`src/rtl/axis_to_axi4_burst_pkg.sv`:
```
// Shared types, AXI constants and the burst-length helper for the stream-to-AXI4 burst writer.
package axis_to_axi4_burst_pkg;

  typedef enum logic [2:0] {
    ST_IDLE = 3'd0,
    ST_AW   = 3'd1,
    ST_W    = 3'd2,
    ST_B    = 3'd3,
    ST_DROP = 3'd4
  } state_e;

  localparam int          AXI_MAX_BEATS  = 256;
  localparam int          AXI_4K         = 4096;
  localparam logic [1:0]  AXI_BURST_INCR = 2'b01;

  // Largest burst that fits the remaining packet, the AXI length limit and the current 4 KB page.
  function automatic logic [8:0] burst_len(input logic [11:0]  addr_lo,
                                           input logic [31:0]  beats_left,
                                           input int unsigned  log2_bytes);
    logic [12:0] room_b;
    logic [12:0] room_beats;
    logic [31:0] lim;
    room_b     = 13'(AXI_4K) - {1'b0, addr_lo};
    room_beats = room_b >> log2_bytes;
    lim        = beats_left;
    if (lim > 32'(AXI_MAX_BEATS)) lim = 32'(AXI_MAX_BEATS);
    if (lim > 32'(room_beats))    lim = 32'(room_beats);
    return 9'(lim);
  endfunction

endpackage

```
`src/rtl/axi4_if.sv`:
```
// Full AXI4 memory-mapped bundle with master and slave views.
interface axi4_if #(
  parameter int ADDR_WIDTH = 32,
  parameter int DATA_WIDTH = 64,
  parameter int ID_WIDTH   = 1
);
  logic [ID_WIDTH-1:0]     awid;
  logic [ADDR_WIDTH-1:0]   awaddr;
  logic [7:0]              awlen;
  logic [2:0]              awsize;
  logic [1:0]              awburst;
  logic                    awlock;
  logic [3:0]              awcache;
  logic [2:0]              awprot;
  logic [3:0]              awqos;
  logic                    awvalid;
  logic                    awready;
  logic [DATA_WIDTH-1:0]   wdata;
  logic [DATA_WIDTH/8-1:0] wstrb;
  logic                    wlast;
  logic                    wvalid;
  logic                    wready;
  logic [ID_WIDTH-1:0]     bid;
  logic [1:0]              bresp;
  logic                    bvalid;
  logic                    bready;
  logic [ID_WIDTH-1:0]     arid;
  logic [ADDR_WIDTH-1:0]   araddr;
  logic [7:0]              arlen;
  logic [2:0]              arsize;
  logic [1:0]              arburst;
  logic                    arlock;
  logic [3:0]              arcache;
  logic [2:0]              arprot;
  logic [3:0]              arqos;
  logic                    arvalid;
  logic                    arready;
  logic [ID_WIDTH-1:0]     rid;
  logic [DATA_WIDTH-1:0]   rdata;
  logic [1:0]              rresp;
  logic                    rlast;
  logic                    rvalid;
  logic                    rready;

  modport master (
    output awid, awaddr, awlen, awsize, awburst, awlock, awcache, awprot, awqos, awvalid,
    input  awready,
    output wdata, wstrb, wlast, wvalid,
    input  wready,
    input  bid, bresp, bvalid,
    output bready,
    output arid, araddr, arlen, arsize, arburst, arlock, arcache, arprot, arqos, arvalid,
    input  arready,
    input  rid, rdata, rresp, rlast, rvalid,
    output rready
  );
  modport slave (
    input  awid, awaddr, awlen, awsize, awburst, awlock, awcache, awprot, awqos, awvalid,
    output awready,
    input  wdata, wstrb, wlast, wvalid,
    output wready,
    output bid, bresp, bvalid,
    input  bready,
    input  arid, araddr, arlen, arsize, arburst, arlock, arcache, arprot, arqos, arvalid,
    output arready,
    output rid, rdata, rresp, rlast, rvalid,
    input  rready
  );
endinterface

```
`src/rtl/axi4_stream_if.sv`:
```
// AXI4-Stream bundle; the writer consumes it through the slave modport.
interface axi4_stream_if #(
  parameter int DATA_WIDTH = 64
);
  logic                    tvalid;
  logic                    tready;
  logic [DATA_WIDTH-1:0]   tdata;
  logic [DATA_WIDTH/8-1:0] tkeep;
  logic                    tlast;
  logic                    tuser;
  logic                    tid;
  logic                    tdest;

  modport master (output tvalid, tdata, tkeep, tlast, tuser, tid, tdest, input tready);
  modport slave  (input tvalid, tdata, tkeep, tlast, tuser, tid, tdest, output tready);
endinterface

```
`src/rtl/axis_to_axi4_burst.sv`:
```
// Write-only DMA: stores one stream packet at a time to memory as 4 KB-safe INCR bursts,
// with one burst outstanding and the W channel passed straight through from the stream.
module axis_to_axi4_burst
  import axis_to_axi4_burst_pkg::*;
#(
  parameter int DATA_WIDTH     = 64,
  parameter int ADDR_WIDTH     = 32,
  parameter int MAX_PKT_SIZE_B = 9600,
  parameter int ID_WIDTH       = 1
) (
  input  logic                                  clk_i,
  input  logic                                  rst_i,
  input  logic [$clog2(MAX_PKT_SIZE_B+1)-1:0]   pkt_size_i,
  input  logic [ADDR_WIDTH-1:0]                 addr_i,
  axi4_stream_if.slave                          pkt_i,
  axi4_if.master                                burst_o
);

  localparam int BYTES  = DATA_WIDTH / 8;
  localparam int LOG2B  = $clog2(BYTES);
  localparam int SIZE_W = $clog2(MAX_PKT_SIZE_B + 1);
  localparam int BL_W   = (SIZE_W > 9) ? SIZE_W : 9;
  localparam int REM_W  = (LOG2B > 0) ? LOG2B : 1;

  state_e                state_q, state_d;
  logic [ADDR_WIDTH-1:0] addr_q, addr_d;
  logic [BL_W-1:0]       beats_left_q, beats_left_d;
  logic [8:0]            len_q, len_d;
  logic [8:0]            beat_cnt_q, beat_cnt_d;
  logic [REM_W-1:0]      rem_q, rem_d;
  logic                  awvalid_q, awvalid_d;

  logic [SIZE_W:0]       size_round;
  logic [BL_W-1:0]       beats_total;
  logic [BL_W-1:0]       beats_next;
  logic [ADDR_WIDTH-1:0] addr_next;
  logic                  last_in_burst;
  logic                  last_in_pkt;
  logic                  w_fire;
  logic [BYTES-1:0]      strb_last;

  assign size_round    = {1'b0, pkt_size_i} + (SIZE_W+1)'(BYTES - 1);
  assign beats_total   = BL_W'(size_round >> LOG2B);
  assign addr_next     = addr_q + (ADDR_WIDTH'(len_q) << LOG2B);
  assign beats_next    = beats_left_q - BL_W'(len_q);
  assign last_in_burst = (beat_cnt_q == (len_q - 9'd1));
  // beats_left still counts the current burst until its B arrives.
  assign last_in_pkt   = last_in_burst && (beats_left_q == BL_W'(len_q));
  assign w_fire        = (state_q == ST_W) && pkt_i.tvalid && burst_o.wready;
  assign strb_last     = (BYTES'(1) << rem_q) - BYTES'(1);

  always_comb begin
    state_d      = state_q;
    addr_d       = addr_q;
    beats_left_d = beats_left_q;
    len_d        = len_q;
    beat_cnt_d   = beat_cnt_q;
    rem_d        = rem_q;
    awvalid_d    = awvalid_q;
    case (state_q)
      ST_IDLE: begin
        if (pkt_i.tvalid) begin
          addr_d       = addr_i;
          beats_left_d = beats_total;
          rem_d        = REM_W'(pkt_size_i & SIZE_W'(BYTES - 1));
          beat_cnt_d   = '0;
          if (pkt_size_i == '0) begin
            state_d = ST_DROP;
          end else begin
            len_d     = burst_len(addr_i[11:0], 32'(beats_total), LOG2B);
            state_d   = ST_AW;
            awvalid_d = 1'b1;
          end
        end
      end
      ST_AW: begin
        if (burst_o.awready) begin
          awvalid_d = 1'b0;
          state_d   = ST_W;
        end
      end
      ST_W: begin
        if (w_fire) begin
          if (last_in_burst) begin
            beat_cnt_d = '0;
            state_d    = ST_B;
          end else begin
            beat_cnt_d = beat_cnt_q + 9'd1;
          end
        end
      end
      ST_B: begin
        if (burst_o.bvalid) begin
          addr_d       = addr_next;
          beats_left_d = beats_next;
          if (beats_next != '0) begin
            len_d     = burst_len(addr_next[11:0], 32'(beats_next), LOG2B);
            state_d   = ST_AW;
            awvalid_d = 1'b1;
          end else begin
            state_d = ST_IDLE;
          end
        end
      end
      ST_DROP: begin
        if (pkt_i.tvalid && pkt_i.tlast) state_d = ST_IDLE;
      end
      default: state_d = ST_IDLE;
    endcase
  end

  always_ff @(posedge clk_i or negedge rst_i) begin
    if (!rst_i) begin
      state_q      <= ST_IDLE;
      addr_q       <= '0;
      beats_left_q <= '0;
      len_q        <= '0;
      beat_cnt_q   <= '0;
      rem_q        <= '0;
      awvalid_q    <= 1'b0;
    end else begin
      state_q      <= state_d;
      addr_q       <= addr_d;
      beats_left_q <= beats_left_d;
      len_q        <= len_d;
      beat_cnt_q   <= beat_cnt_d;
      rem_q        <= rem_d;
      awvalid_q    <= awvalid_d;
    end
  end

  assign pkt_i.tready    = (state_q == ST_DROP) || ((state_q == ST_W) && burst_o.wready);

  assign burst_o.awid    = ID_WIDTH'(0);
  assign burst_o.awaddr  = addr_q;
  assign burst_o.awlen   = 8'(len_q - 9'd1);
  assign burst_o.awsize  = 3'(LOG2B);
  assign burst_o.awburst = AXI_BURST_INCR;
  assign burst_o.awlock  = 1'b0;
  assign burst_o.awcache = 4'd0;
  assign burst_o.awprot  = 3'd0;
  assign burst_o.awqos   = 4'd0;
  assign burst_o.awvalid = awvalid_q;

  assign burst_o.wvalid  = (state_q == ST_W) && pkt_i.tvalid;
  assign burst_o.wdata   = pkt_i.tdata;
  assign burst_o.wlast   = (state_q == ST_W) && last_in_burst;
  assign burst_o.wstrb   = (last_in_pkt && (rem_q != '0)) ? strb_last : '1;
  assign burst_o.bready  = (state_q == ST_B);

  // Read side is never used.
  assign burst_o.arid    = ID_WIDTH'(0);
  assign burst_o.araddr  = '0;
  assign burst_o.arlen   = 8'd0;
  assign burst_o.arsize  = 3'd0;
  assign burst_o.arburst = AXI_BURST_INCR;
  assign burst_o.arlock  = 1'b0;
  assign burst_o.arcache = 4'd0;
  assign burst_o.arprot  = 3'd0;
  assign burst_o.arqos   = 4'd0;
  assign burst_o.arvalid = 1'b0;
  assign burst_o.rready  = 1'b1;

  logic unused_inputs;
  assign unused_inputs = ^{pkt_i.tkeep, pkt_i.tuser, pkt_i.tid, pkt_i.tdest,
                           burst_o.bid, burst_o.bresp, burst_o.arready,
                           burst_o.rid, burst_o.rdata, burst_o.rresp,
                           burst_o.rlast, burst_o.rvalid};

endmodule

```
`src/flat_wrapper.sv`:
```
// flat-port wrapper written by rule: the top's interface ports become plain ports
module axis_to_axi4_burst_flat import axis_to_axi4_burst_pkg::*;
#(
  parameter int DATA_WIDTH     = 64,
  parameter int ADDR_WIDTH     = 32,
  parameter int MAX_PKT_SIZE_B = 9600,
  parameter int ID_WIDTH       = 1
)
  (clk_i, rst_i, pkt_size_i, addr_i, pkt_i_tvalid, pkt_i_tdata, pkt_i_tkeep, pkt_i_tlast, pkt_i_tuser, pkt_i_tid, pkt_i_tdest, pkt_i_tready, burst_o_awid, burst_o_awaddr, burst_o_awlen, burst_o_awsize, burst_o_awburst, burst_o_awlock, burst_o_awcache, burst_o_awprot, burst_o_awqos, burst_o_awvalid, burst_o_awready, burst_o_wdata, burst_o_wstrb, burst_o_wlast, burst_o_wvalid, burst_o_wready, burst_o_bid, burst_o_bresp, burst_o_bvalid, burst_o_bready, burst_o_arid, burst_o_araddr, burst_o_arlen, burst_o_arsize, burst_o_arburst, burst_o_arlock, burst_o_arcache, burst_o_arprot, burst_o_arqos, burst_o_arvalid, burst_o_arready, burst_o_rid, burst_o_rdata, burst_o_rresp, burst_o_rlast, burst_o_rvalid, burst_o_rready);
  axi4_stream_if #(.DATA_WIDTH(DATA_WIDTH)) pkt_i_i ();
  axi4_if #(.ADDR_WIDTH(ADDR_WIDTH), .DATA_WIDTH(DATA_WIDTH), .ID_WIDTH(ID_WIDTH)) burst_o_i ();
  input  logic clk_i;
  input  logic rst_i;
  input  logic [$clog2(MAX_PKT_SIZE_B+1)-1:0] pkt_size_i;
  input  logic [ADDR_WIDTH-1:0] addr_i;
  input wire logic [$bits(pkt_i_i.tvalid)-1:0] pkt_i_tvalid;
  input wire logic [$bits(pkt_i_i.tdata)-1:0] pkt_i_tdata;
  input wire logic [$bits(pkt_i_i.tkeep)-1:0] pkt_i_tkeep;
  input wire logic [$bits(pkt_i_i.tlast)-1:0] pkt_i_tlast;
  input wire logic [$bits(pkt_i_i.tuser)-1:0] pkt_i_tuser;
  input wire logic [$bits(pkt_i_i.tid)-1:0] pkt_i_tid;
  input wire logic [$bits(pkt_i_i.tdest)-1:0] pkt_i_tdest;
  output wire logic [$bits(pkt_i_i.tready)-1:0] pkt_i_tready;
  output wire logic [$bits(burst_o_i.awid)-1:0] burst_o_awid;
  output wire logic [$bits(burst_o_i.awaddr)-1:0] burst_o_awaddr;
  output wire logic [$bits(burst_o_i.awlen)-1:0] burst_o_awlen;
  output wire logic [$bits(burst_o_i.awsize)-1:0] burst_o_awsize;
  output wire logic [$bits(burst_o_i.awburst)-1:0] burst_o_awburst;
  output wire logic [$bits(burst_o_i.awlock)-1:0] burst_o_awlock;
  output wire logic [$bits(burst_o_i.awcache)-1:0] burst_o_awcache;
  output wire logic [$bits(burst_o_i.awprot)-1:0] burst_o_awprot;
  output wire logic [$bits(burst_o_i.awqos)-1:0] burst_o_awqos;
  output wire logic [$bits(burst_o_i.awvalid)-1:0] burst_o_awvalid;
  input wire logic [$bits(burst_o_i.awready)-1:0] burst_o_awready;
  output wire logic [$bits(burst_o_i.wdata)-1:0] burst_o_wdata;
  output wire logic [$bits(burst_o_i.wstrb)-1:0] burst_o_wstrb;
  output wire logic [$bits(burst_o_i.wlast)-1:0] burst_o_wlast;
  output wire logic [$bits(burst_o_i.wvalid)-1:0] burst_o_wvalid;
  input wire logic [$bits(burst_o_i.wready)-1:0] burst_o_wready;
  input wire logic [$bits(burst_o_i.bid)-1:0] burst_o_bid;
  input wire logic [$bits(burst_o_i.bresp)-1:0] burst_o_bresp;
  input wire logic [$bits(burst_o_i.bvalid)-1:0] burst_o_bvalid;
  output wire logic [$bits(burst_o_i.bready)-1:0] burst_o_bready;
  output wire logic [$bits(burst_o_i.arid)-1:0] burst_o_arid;
  output wire logic [$bits(burst_o_i.araddr)-1:0] burst_o_araddr;
  output wire logic [$bits(burst_o_i.arlen)-1:0] burst_o_arlen;
  output wire logic [$bits(burst_o_i.arsize)-1:0] burst_o_arsize;
  output wire logic [$bits(burst_o_i.arburst)-1:0] burst_o_arburst;
  output wire logic [$bits(burst_o_i.arlock)-1:0] burst_o_arlock;
  output wire logic [$bits(burst_o_i.arcache)-1:0] burst_o_arcache;
  output wire logic [$bits(burst_o_i.arprot)-1:0] burst_o_arprot;
  output wire logic [$bits(burst_o_i.arqos)-1:0] burst_o_arqos;
  output wire logic [$bits(burst_o_i.arvalid)-1:0] burst_o_arvalid;
  input wire logic [$bits(burst_o_i.arready)-1:0] burst_o_arready;
  input wire logic [$bits(burst_o_i.rid)-1:0] burst_o_rid;
  input wire logic [$bits(burst_o_i.rdata)-1:0] burst_o_rdata;
  input wire logic [$bits(burst_o_i.rresp)-1:0] burst_o_rresp;
  input wire logic [$bits(burst_o_i.rlast)-1:0] burst_o_rlast;
  input wire logic [$bits(burst_o_i.rvalid)-1:0] burst_o_rvalid;
  output wire logic [$bits(burst_o_i.rready)-1:0] burst_o_rready;
  assign pkt_i_i.tvalid = pkt_i_tvalid;
  assign pkt_i_i.tdata = pkt_i_tdata;
  assign pkt_i_i.tkeep = pkt_i_tkeep;
  assign pkt_i_i.tlast = pkt_i_tlast;
  assign pkt_i_i.tuser = pkt_i_tuser;
  assign pkt_i_i.tid = pkt_i_tid;
  assign pkt_i_i.tdest = pkt_i_tdest;
  assign pkt_i_tready = pkt_i_i.tready;
  assign burst_o_awid = burst_o_i.awid;
  assign burst_o_awaddr = burst_o_i.awaddr;
  assign burst_o_awlen = burst_o_i.awlen;
  assign burst_o_awsize = burst_o_i.awsize;
  assign burst_o_awburst = burst_o_i.awburst;
  assign burst_o_awlock = burst_o_i.awlock;
  assign burst_o_awcache = burst_o_i.awcache;
  assign burst_o_awprot = burst_o_i.awprot;
  assign burst_o_awqos = burst_o_i.awqos;
  assign burst_o_awvalid = burst_o_i.awvalid;
  assign burst_o_i.awready = burst_o_awready;
  assign burst_o_wdata = burst_o_i.wdata;
  assign burst_o_wstrb = burst_o_i.wstrb;
  assign burst_o_wlast = burst_o_i.wlast;
  assign burst_o_wvalid = burst_o_i.wvalid;
  assign burst_o_i.wready = burst_o_wready;
  assign burst_o_i.bid = burst_o_bid;
  assign burst_o_i.bresp = burst_o_bresp;
  assign burst_o_i.bvalid = burst_o_bvalid;
  assign burst_o_bready = burst_o_i.bready;
  assign burst_o_arid = burst_o_i.arid;
  assign burst_o_araddr = burst_o_i.araddr;
  assign burst_o_arlen = burst_o_i.arlen;
  assign burst_o_arsize = burst_o_i.arsize;
  assign burst_o_arburst = burst_o_i.arburst;
  assign burst_o_arlock = burst_o_i.arlock;
  assign burst_o_arcache = burst_o_i.arcache;
  assign burst_o_arprot = burst_o_i.arprot;
  assign burst_o_arqos = burst_o_i.arqos;
  assign burst_o_arvalid = burst_o_i.arvalid;
  assign burst_o_i.arready = burst_o_arready;
  assign burst_o_i.rid = burst_o_rid;
  assign burst_o_i.rdata = burst_o_rdata;
  assign burst_o_i.rresp = burst_o_rresp;
  assign burst_o_i.rlast = burst_o_rlast;
  assign burst_o_i.rvalid = burst_o_rvalid;
  assign burst_o_rready = burst_o_i.rready;
  axis_to_axi4_burst #(.DATA_WIDTH(DATA_WIDTH), .ADDR_WIDTH(ADDR_WIDTH), .MAX_PKT_SIZE_B(MAX_PKT_SIZE_B), .ID_WIDTH(ID_WIDTH)) u_core (.clk_i(clk_i), .rst_i(rst_i), .pkt_size_i(pkt_size_i), .addr_i(addr_i), .pkt_i(pkt_i_i), .burst_o(burst_o_i));
endmodule
```
`config.mk`:
```
export PLATFORM = sky130hd
export DESIGN_NAME = axis_to_axi4_burst_flat
export DESIGN_NICKNAME = d
export VERILOG_FILES = /design/src/rtl/axis_to_axi4_burst_pkg.sv /design/src/rtl/axi4_if.sv /design/src/rtl/axi4_stream_if.sv /design/src/rtl/axis_to_axi4_burst.sv /design/src/flat_wrapper.sv
export SDC_FILE = /design/constraint.sdc
export NUM_CORES = 1
export LEC_CHECK = 0
export ABC_AREA = 1
export CAP_MARGIN = 20
export CORE_AREA = 2 2 153 155
export DETAILED_ROUTE_END_ITERATION = 10
export DIE_AREA = 0 0 155 157
export DONT_BUFFER_PORTS = 1
export PLACE_DENSITY = 0.54
export SLEW_MARGIN = 25
export SYNTH_ARGS = -nofsm -noshare
export SYNTH_HDL_FRONTEND = slang
export SYNTH_SLANG_ARGS = --single-unit
```
`constraint.sdc`:
```
create_clock -name clk_i -period 5.6 [get_ports clk_i]
set_input_delay 0.56 -clock clk_i [delete_from_list [all_inputs] [get_ports clk_i]]
set_output_delay 0.56 -clock clk_i [all_outputs]
set_load 0.01 [all_outputs]
```
==> impl_metrics.ini <==
[detailed_routing]
top_layer_used = met4
met2_length_um = 10700
num_vias = 7320
drt_first_pass_iters = 5
antenna_left = 0
wl_met3_um = 1630
remaining_drc_errors = 0
drt_iter0_drc = 381
wl_met1_um = 9740
routed_wl_um = 22400
vias_per_cell = 4.81
post_drt_wl_per_cell_um = 14.7

[sta]
fin_ws_ns = 1.07
setup_tns_ns = 0
slew_headroom_pct = 58.6
fin_skew_ns = 0.00958
period_minus_slack_ns = 4.53
tightest_slew_ns = 0.618
slew_viol_final = 0
max_freq_mhz = 221
post-route-period-util_pct = 80.8
hold_viol = 0
rsz0062_at_grt = false
final-setup-viol-count = 0

[worst_setup_path]
crit_fanout = 11
required_ns = 5.88
crit_arrival_ns = 4.81
worst-setup-path-type = reg -> reg
critPathMostFrequentCell = nand2_1
critPathMaxStageDelay_ns = 0.49
critPathLaunch = u_core.len_q[0]$_DFFE_PN0P_
slowest_stage = dfrtp_1
cp-start-kind = flip-flop
r2r-start = u_core.len_q[0]$_DFFE_PN0P_
critPathCaptureType = flip-flop

[power_and_ir_drop]
p_seq_share_pct = 22.5
p_leak_uw = 0.00433
p_switching_uw = 2790
clkPwrFrac_pct = 11.9
p_per_area_nw_per_um2 = 608
combPwrFrac_pct = 65.5
sw_frac_of_total_pct = 57.3
ir_drop_v = 0.000191
p_int_uw = 2080

[floorplan]
core_um2 = 22500
initial_utilization_pct = 36.3
die-height_um = 157
io_pins = 396
dieArea_um2 = 24300
rows = 55
chipWidth_um = 155

[worst_hold_path]
hold_path.class = in -> async

[logic_synthesis]
yosys.area_share.simple_pct = 33.9
synth_seq_cells = 71
async_flop_share_pct = 100
synth_edf_count = 0
synth-compound-area-share_pct = 10.7
yosysUniqueCellTypes = 42
synth_top_family_by_area = simple AND/OR/NAND/NOR gates
synthFlopType = dfrtp_1
synth.top_cell.area_share_pct = 21.7
synth_area_leaders = dfrtp_1, nand2_1, buf_4
synth.area.mux_share_pct = 0.138
synth_cells = 1306
ys_seq_area_share_pct = 21.7
netlist_area_um2 = 8180
synth_fa_ha_area_share_pct = 6.76
avgSynthCellArea_um2 = 6.26
synthXorXnorAreaFrac_pct = 3.64
yosysTopAreaCell = dfrtp_1
yosys_warnings = 0

[placement]
port_buffers = 0
dp_hpwl_um = 18000
placed_cell_area_um2 = 7670
place_ws_ns = 1.10
dp.cells = 1504
gp_congestion = 0.873

[clock_tree]
cts_made_buffers = 9
clk_pin_slew_ns = 0.06
ctsHtreeMaxLevel = 3
postCtsSetupRepairBufs = 0
cts_buffer_depth = 2
cts.sinks = 71
cts-root-buf = clkbuf_16
clock_latency_ns = 0.35
cts_tree = built

[grt]
antenna_found_initial = 0
grt_pass1_wl_um = 35600
grt_max_degree = 72
first_global_vias = 6937
grt_overflow = 0
grtUsageTotal_pct = 18.6

[final_layout]
instances_no_fill = 1521
regArea_um2 = 1780
layout_commonest_cell = nand2_1
area_delta_synth_final_pct = -2.19
diodes = 0
nets = 1475
design_area_um2 = 8000
drive_gt1_share_pct = 4.77
fin_util_pct = 35.5
multi_input_area_um2 = 4820
fillers = 2522
final_cell_mix = nand2_1, inv_1, nor2_1

[flow_run]
max_cap_violations = 0

[status]
status = finished, final reports clean
## registers in the layout, indices dropped and copies added (netlist names)
signal                  cells
u_core.burst_o.awvalid      1
u_core.burst_o.awaddr      32
u_core.len_q                9
u_core.state_q              3
u_core.rem_q                3
u_core.beats_left_q        14
u_core.beat_cnt_q           9
## critical path, delay by kind of cell (launching register included)
family	cells	cell delay [ns]
compound gates	1	0.08
buf+inv	4	0.54
flops	1	0.49
fa+ha+maj	3	0.91
simple gates	23	2.45
## power groups by stage
stage | sequential, uW | clock (uW) | combinational (uW)
after CTS | 1100 | 597 | 3200
final | 1100 | 580 | 3180
after global routing | 1140 | 614 | 3700
after detailed placement | 1110 | 0 | 3170
after global placement | 1110 | 0 | 3140
after floorplan | 972 | 0 | 2620
## metal layers
metal,vias up,global-route usage [%]
li1,3796,-
met1,3328,21.9
met2,175,32.6
met3,21,6.08
met4,0,4.81
met5,-,0
## kinds of logic after synthesis
logic type | Yosys count
mux | 1
buf+inv | 355
fa+ha+maj | 43
flops | 71
simple gates | 637
compound gates | 163
xor+xnor | 34
other cells | 2
## cell usage after synthesis (2+ instances only)
library cell and n:
a211oi_1 2, a21o_1 2, a21oi_1 38, a31oi_1 2, and3_1 2, buf_1 3
buf_2 3, buf_4 146, clkbuf_1 17, conb_1 2, dfrtp_1 71, fa_1 2
ha_1 41, inv_1 176, inv_2 10, nand2_1 371, nand2_2 2, nand3_1 81
nand3b_1 5, nand4_1 32, nand4_2 2, nor2_1 95, nor2_2 8, nor2_4 3
nor3_1 17, nor3_2 4, nor3_4 2, nor4_1 6, o211ai_1 9, o21ai_0 93
o21ai_1 6, o21bai_1 2, o22ai_1 6, o31ai_1 2, or2_2 4, xnor2_1 9
xor2_1 25
## final timing paths
kind | slack (ns) | to | cells past startpoint
setup / recovery | 1.07 | u_core.len_q[2]$_DFFE_PN0P_ | 31
hold / removal | 0.09 | u_core.beats_left_q[13]$_DFFE_PN0P_ | 1
setup reg to reg | 1.07 | u_core.len_q[2]$_DFFE_PN0P_ | 31
hold reg to reg | 0.51 | u_core.beats_left_q[5]$_DFFE_PN0P_ | 2
max in group asynchronous | 5.18 | u_core.len_q[4]$_DFFE_PN0P_ | 1
min in group clk_i | 0.36 | u_core.burst_o.awaddr[2]$_DFFE_PN0P_ | 1
## what timing repair did
| item | 4_1_cts | 5_1_grt |
|---|---|---|
| endpoints found under the hold margin | 71 | 0 |
| gates resized for setup | 0 | 0 |
| hold buffers | 1 | 0 |
## area by class of cell
class	count	area share (%)
sequential	71	22.2
tap	285	4.46
inverter	186	8.73
timing repair buffer	4	0.626
clock inverter	4	0.360
multi-input combinational	959	60.3
clock buffer	12	3.33
## stage by stage
step                      total power, uW  hold WS (ns)
after floorplan                      3590         0.264
after global placement               4260         0.266
after detailed placement             4280         0.266
after CTS                            4900         0.110
after global routing                 5460         0.128
final                                4860        0.0896
Power figures use the tool's default switching activity.
==> variant 1 (same settings) <==
Set the package constant `AXI_MAX_BEATS` to 192 (it was 256).
--- a/src/rtl/axis_to_axi4_burst_pkg.sv
+++ b/src/rtl/axis_to_axi4_burst_pkg.sv
@@ -9,7 +9,7 @@
     ST_DROP = 3'd4
   } state_e;
 
-  localparam int          AXI_MAX_BEATS  = 256;
+  localparam int          AXI_MAX_BEATS  = 192;
   localparam int          AXI_4K         = 4096;
   localparam logic [1:0]  AXI_BURST_INCR = 2'b01;
 
Formal check against the unedited RTL: not equivalent (Yosys sat finds a counterexample within 4 cycles, from zero or initial values and one cycle with rst_i low).
==> variant 1 against the original RTL <==
Worst setup slack improved by 270 ps; clock skew increased by 2.1 ps; wire length decreased by 3.1%; first-iteration DRC count decreased by 13%; global-route usage decreased by 0.51 points; area after synthesis decreased by 4.9%; sequential cell count unchanged; combinational power decreased by 2%; cell area decreased by 4.2%; critical path depth decreased by 3; power decreased by 0.18%; largest power group unchanged.
==> variant 1: results (changes against the original RTL) <==
| Metric | Value |
|---|---|
| Crit-path max FO | `10 (-1)` |
| Reg2reg path depth | `28 (-9.7%)` |
| Fillers | `2481 (-1.6%)` |
| Layout Cells excl Fill | `1434 (-5.7%)` |
| VDD IR max | `258 µV (+36%)` |
| Outcome | `complete, no violations` |
| Vias in the first global route | `6346 (-8.5%)` |
| DP HPWL | `17100 µm (-4.9%)` |
| First-pass GRT wire length | `34300 µm (-3.6%)` |
| GP Congestion | `0.899 (+3.0%)` |
| Leading cell types by count after synthesis | `nand2_1, inv_1, buf_4` |
| DP Worst Slack | `1450 ps (+344 ps)` |
| Power Combinational | `3120 µW (-2%)` |
| M1 GR Usage | `23.3% (+1.4 points)` |
| Clk. pwr | `636 µW (+9.7%)` |
| Clock slew at reported path FFs | `60 ps (about the same)` |
| Post-Route M1 WL | `9730 µm (-0.15%)` |
| Sequential area share after synthesis | `22.9% (+1.1 points)` |
| Met2 usage | `29.6% (-3.0 points)` |
| Layout Skew | `11.7 ps (+2.11 ps)` |
| Switching pwr | `2710 µW (-2.7%)` |
| Worst Slack Setup Final | `1340 ps (+266 ps)` |
| Via count | `6794 (-7.2%)` |
| Fraction of layout cells with a size suffix above 1 | `5.66% (+0.88 points)` |
| Worst slew pin tran | `608 ps (-10.3 ps)` |
| Leakage power | `0.00416 µW (-3.9%)` |
| Gate Count Post-Synth | `1208 (-7.5%)` |
| Wire length on met3 | `1530 µm (-5.8%)` |
| Largest cells by area after synthesis | `dfrtp_1, nand2_1, buf_4` |
| CP arrival | `4490 ps (-320 ps)` |
## variant 1: per-stage QoR
step	hold WS [ps]	area [µm²]
after floorplan	264	8080
after global placement	268	7320
after detailed placement	268	7320
after CTS	122	7660
after global routing	130	7660
final	96.2	7660
## variant 1: logic make-up (layout without fill, tap and decap cells)
logic type / count (synthesis) / after routing / share of synthesized area, %
flops: 71 / 71 / 22.9
other cells: 2 / 83 / 0.0966
compound gates: 110 / 110 / 8.92
fa+ha+maj: 43 / 43 / 7.11
xor+xnor: 35 / 35 / 4.04
simple gates: 620 / 620 / 34.1
buf+inv: 327 / 187 / 22.9
## variant 1: final cells by class
| cell class | instances | area, µm² | share of cell area [%] |
|---|---|---|---|
| multi-input combinational | 891 | 4530 | 59.1 |
| sequential | 71 | 1780 | 23.2 |
| inverter | 168 | 631 | 8.23 |
| tap | 285 | 357 | 4.65 |
| clock buffer | 9 | 225 | 2.94 |
| clock inverter | 6 | 93.8 | 1.22 |
| timing repair buffer | 4 | 50.0 | 0.653 |
==> variant 2 (same settings) <==
Made on the original files. Reset style: synchronous (`rst_i`), changed in one clocked block.
--- a/src/rtl/axis_to_axi4_burst.sv
+++ b/src/rtl/axis_to_axi4_burst.sv
@@ -109,7 +109,7 @@
     endcase
   end
 
-  always_ff @(posedge clk_i or negedge rst_i) begin
+  always_ff @(posedge clk_i) begin
     if (!rst_i) begin
       state_q      <= ST_IDLE;
       addr_q       <= '0;
Behaviour: differs if rst_i is asserted again (counterexample within 4 cycles, from zero or initial values and one cycle with rst_i low); with rst_i held inactive, the same outputs for 4 cycles.
==> variant 2 against the original RTL <==
Cell area is 0.27% lower; via count is 6.1% higher; sequential power decreased by 26%; power down 16%; wire length increased by 5.1%; worst setup slack better by 140 ps; sequential cell count stayed put; area after synthesis decreased by 0.55%; cell count is 4.6% higher; largest cell class unchanged; largest power group unchanged.
==> variant 2: results (changes against the original RTL) <==
| Metric | Value |
|---|---|
| Clock slew at reported path FFs | `60 ps (about the same)` |
| Slowest stage delay, CP | `470 ps (-20 ps)` |
| Post-CTS setup buffer count | `0 (unchanged)` |
| Layout Skew | `7.67 ps (-1.91 ps)` |
| Largest net degree at the start of global routing | `44 (-39%)` |
| Fraction of layout cells with a size suffix above 1 | `5.28% (+0.51 points)` |
| ANT cells | `0 (unchanged)` |
| Met2 usage | `28.8% (-3.8 points)` |
| Wire length on met3 | `1720 µm (+5.6%)` |
| Layout Cells excl Fill | `1591 (+4.6%)` |
| Leakage power | `0.00409 µW (-5.7%)` |
| Clock Path Buffers | `2 (unchanged)` |
| Placed cell count | `1575 (+4.7%)` |
| Unique masters post-synth | `44 (+4.8%)` |
| Routed vias/inst | `4.88 (+1.5%)` |
| Switching pwr | `2210 µW (-21%)` |
| Worst hold slack | `322 ps (+232 ps)` |
| GP Congestion | `0.921 (+5.6%)` |
| Nets | `1545 (+4.7%)` |
| FF-to-FF setup slack | `1210 ps (+140 ps)` |
| Num CTS Buffers | `9 (unchanged)` |
| CP arrival | `4630 ps (-180 ps)` |
| Root buffer cell | `clkbuf_16` |
| Wirelength per Cell | `14.8 µm (+0.51%)` |
| Number of flip-flops under the largest register name | `32 (unchanged)` |
| Final Setup Violations | `0 (unchanged)` |
| M1 GR Usage | `27.5% (+5.5 points)` |
| Ys async rst share | `0% (-100 points)` |
| H-tree depth | `3 (unchanged)` |
| VDD IR max | `190 µV (-0.50%)` |
| Top layer used by detailed routing | `met4` |
| Sequential area share after synthesis | `17.5% (-4.2 points)` |
| Hold WC Path Type | `in -> reg` |
| Port Buffers | `0 (unchanged)` |
| Drt pass-1 iters | `5 (unchanged)` |
| First-pass GRT wire length | `37200 µm (+4.3%)` |
| Mean area per synthesized cell | `5.91 µm² (-5.5%)` |
| Initial antenna violation count | `0 (unchanged)` |
| Vias in the first global route | `7049 (+1.6%)` |
| Post-CTS sizing | `0 (unchanged)` |
| Met2 WL | `9740 µm (-9.3%)` |
| Met3 Use GR | `3.58% (-2.5 points)` |
| Cell family with most CP delay | `simple AND/OR/NAND/NOR gates` |
| Post-synth EDFFs | `0 (unchanged)` |
| Global Route Usage Sum | `19.1% (+0.51 points)` |
| Post-Route M1 WL | `11700 µm (+20%)` |
| DP HPWL | `18900 µm (+5.1%)` |
| Leading cell types by count after synthesis | `nand2_1, inv_1, buf_4` |
| Outcome | `complete, no violations` |
| Yosys warnings | `0 (unchanged)` |
| Crit-path max FO | `11 (unchanged)` |
| Clk_lat worst skew | `350 ps (about the same)` |
| DRT iter0 DRCs | `557 (+46%)` |
| Slew Limit Headroom | `38.5% (-20 points)` |
| Top_reg_cell synth | `dfxtp_1` |
| Slowest-stage cell, CP | `ha_1` |
| Largest cells by area after synthesis | `nand2_1, dfxtp_1, buf_4` |
variant 2: cell count changes after synthesis, sizes merged, moves of 25 or more:
cell	delta
dfrtp	-71
dfxtp	+71
nand2	+68
o21ai	-62
nand3	+31
a21oi	+25
a31oi	+25
variant 2: area by class of cell:
class                           count  area, µm²
Clock buffer                       11        253
Clock inverter                      5        104
Fill cell                        2535      14500
Inverter                          183        687
Multi-Input combinational cell   1033       5130
Sequential cell                    71       1420
Tap cell                          285        357
Timing Repair Buffer                3       22.5
variant 2: path summary, 6_finish.rpt:
path                           startpoint                      end  cells past startpoint
setup / recovery          u_core.len_q[4]          u_core.len_q[8]                     27
hold reg to reg   u_core.beats_left_q[11]  u_core.beats_left_q[11]                      2
setup reg to reg          u_core.len_q[4]          u_core.len_q[8]                     27
hold / removal                      rst_i   u_core.beats_left_q[8]                      2
variant 2: power by group through the flow:
stage               clock network [µW]  registers [µW]  logic [µW]
CTS                                716             813        2570
global placement                     0             823        2540
floorplan                            0             750        2140
detailed placement                   0             822        2550
global route                       734             833        2950
finish                             707             813        2570
variant 2: logic make-up (layout without fill, tap and decap cells):
kind of cell             after synthesis  count (layout)  share of synthesized area [%]
adder cells (fa/ha/maj)               43              43                           6.80
buffers and inverters                350             202                           23.1
AND/OR/NAND/NOR                      733             733                           38.8
flip-flops                            71              71                           17.5
other                                  2              81                         0.0924
AO/OA/AOI/OAI                        141             141                           9.89
XOR/XNOR                              35              35                           3.77
variant 2: through the flow:
stage / cell area, µm² / setup WS (ps) / total power, µW
2_1_floorplan: 8430 / 2260 / 2890
3_3_place_gp: 7620 / 1260 / 3360
3_5_place_dp: 7620 / 1230 / 3370
4_1_cts: 7980 / 1190 / 4100
5_1_grt: 7980 / 614 / 4510
6_report: 7980 / 1210 / 4090
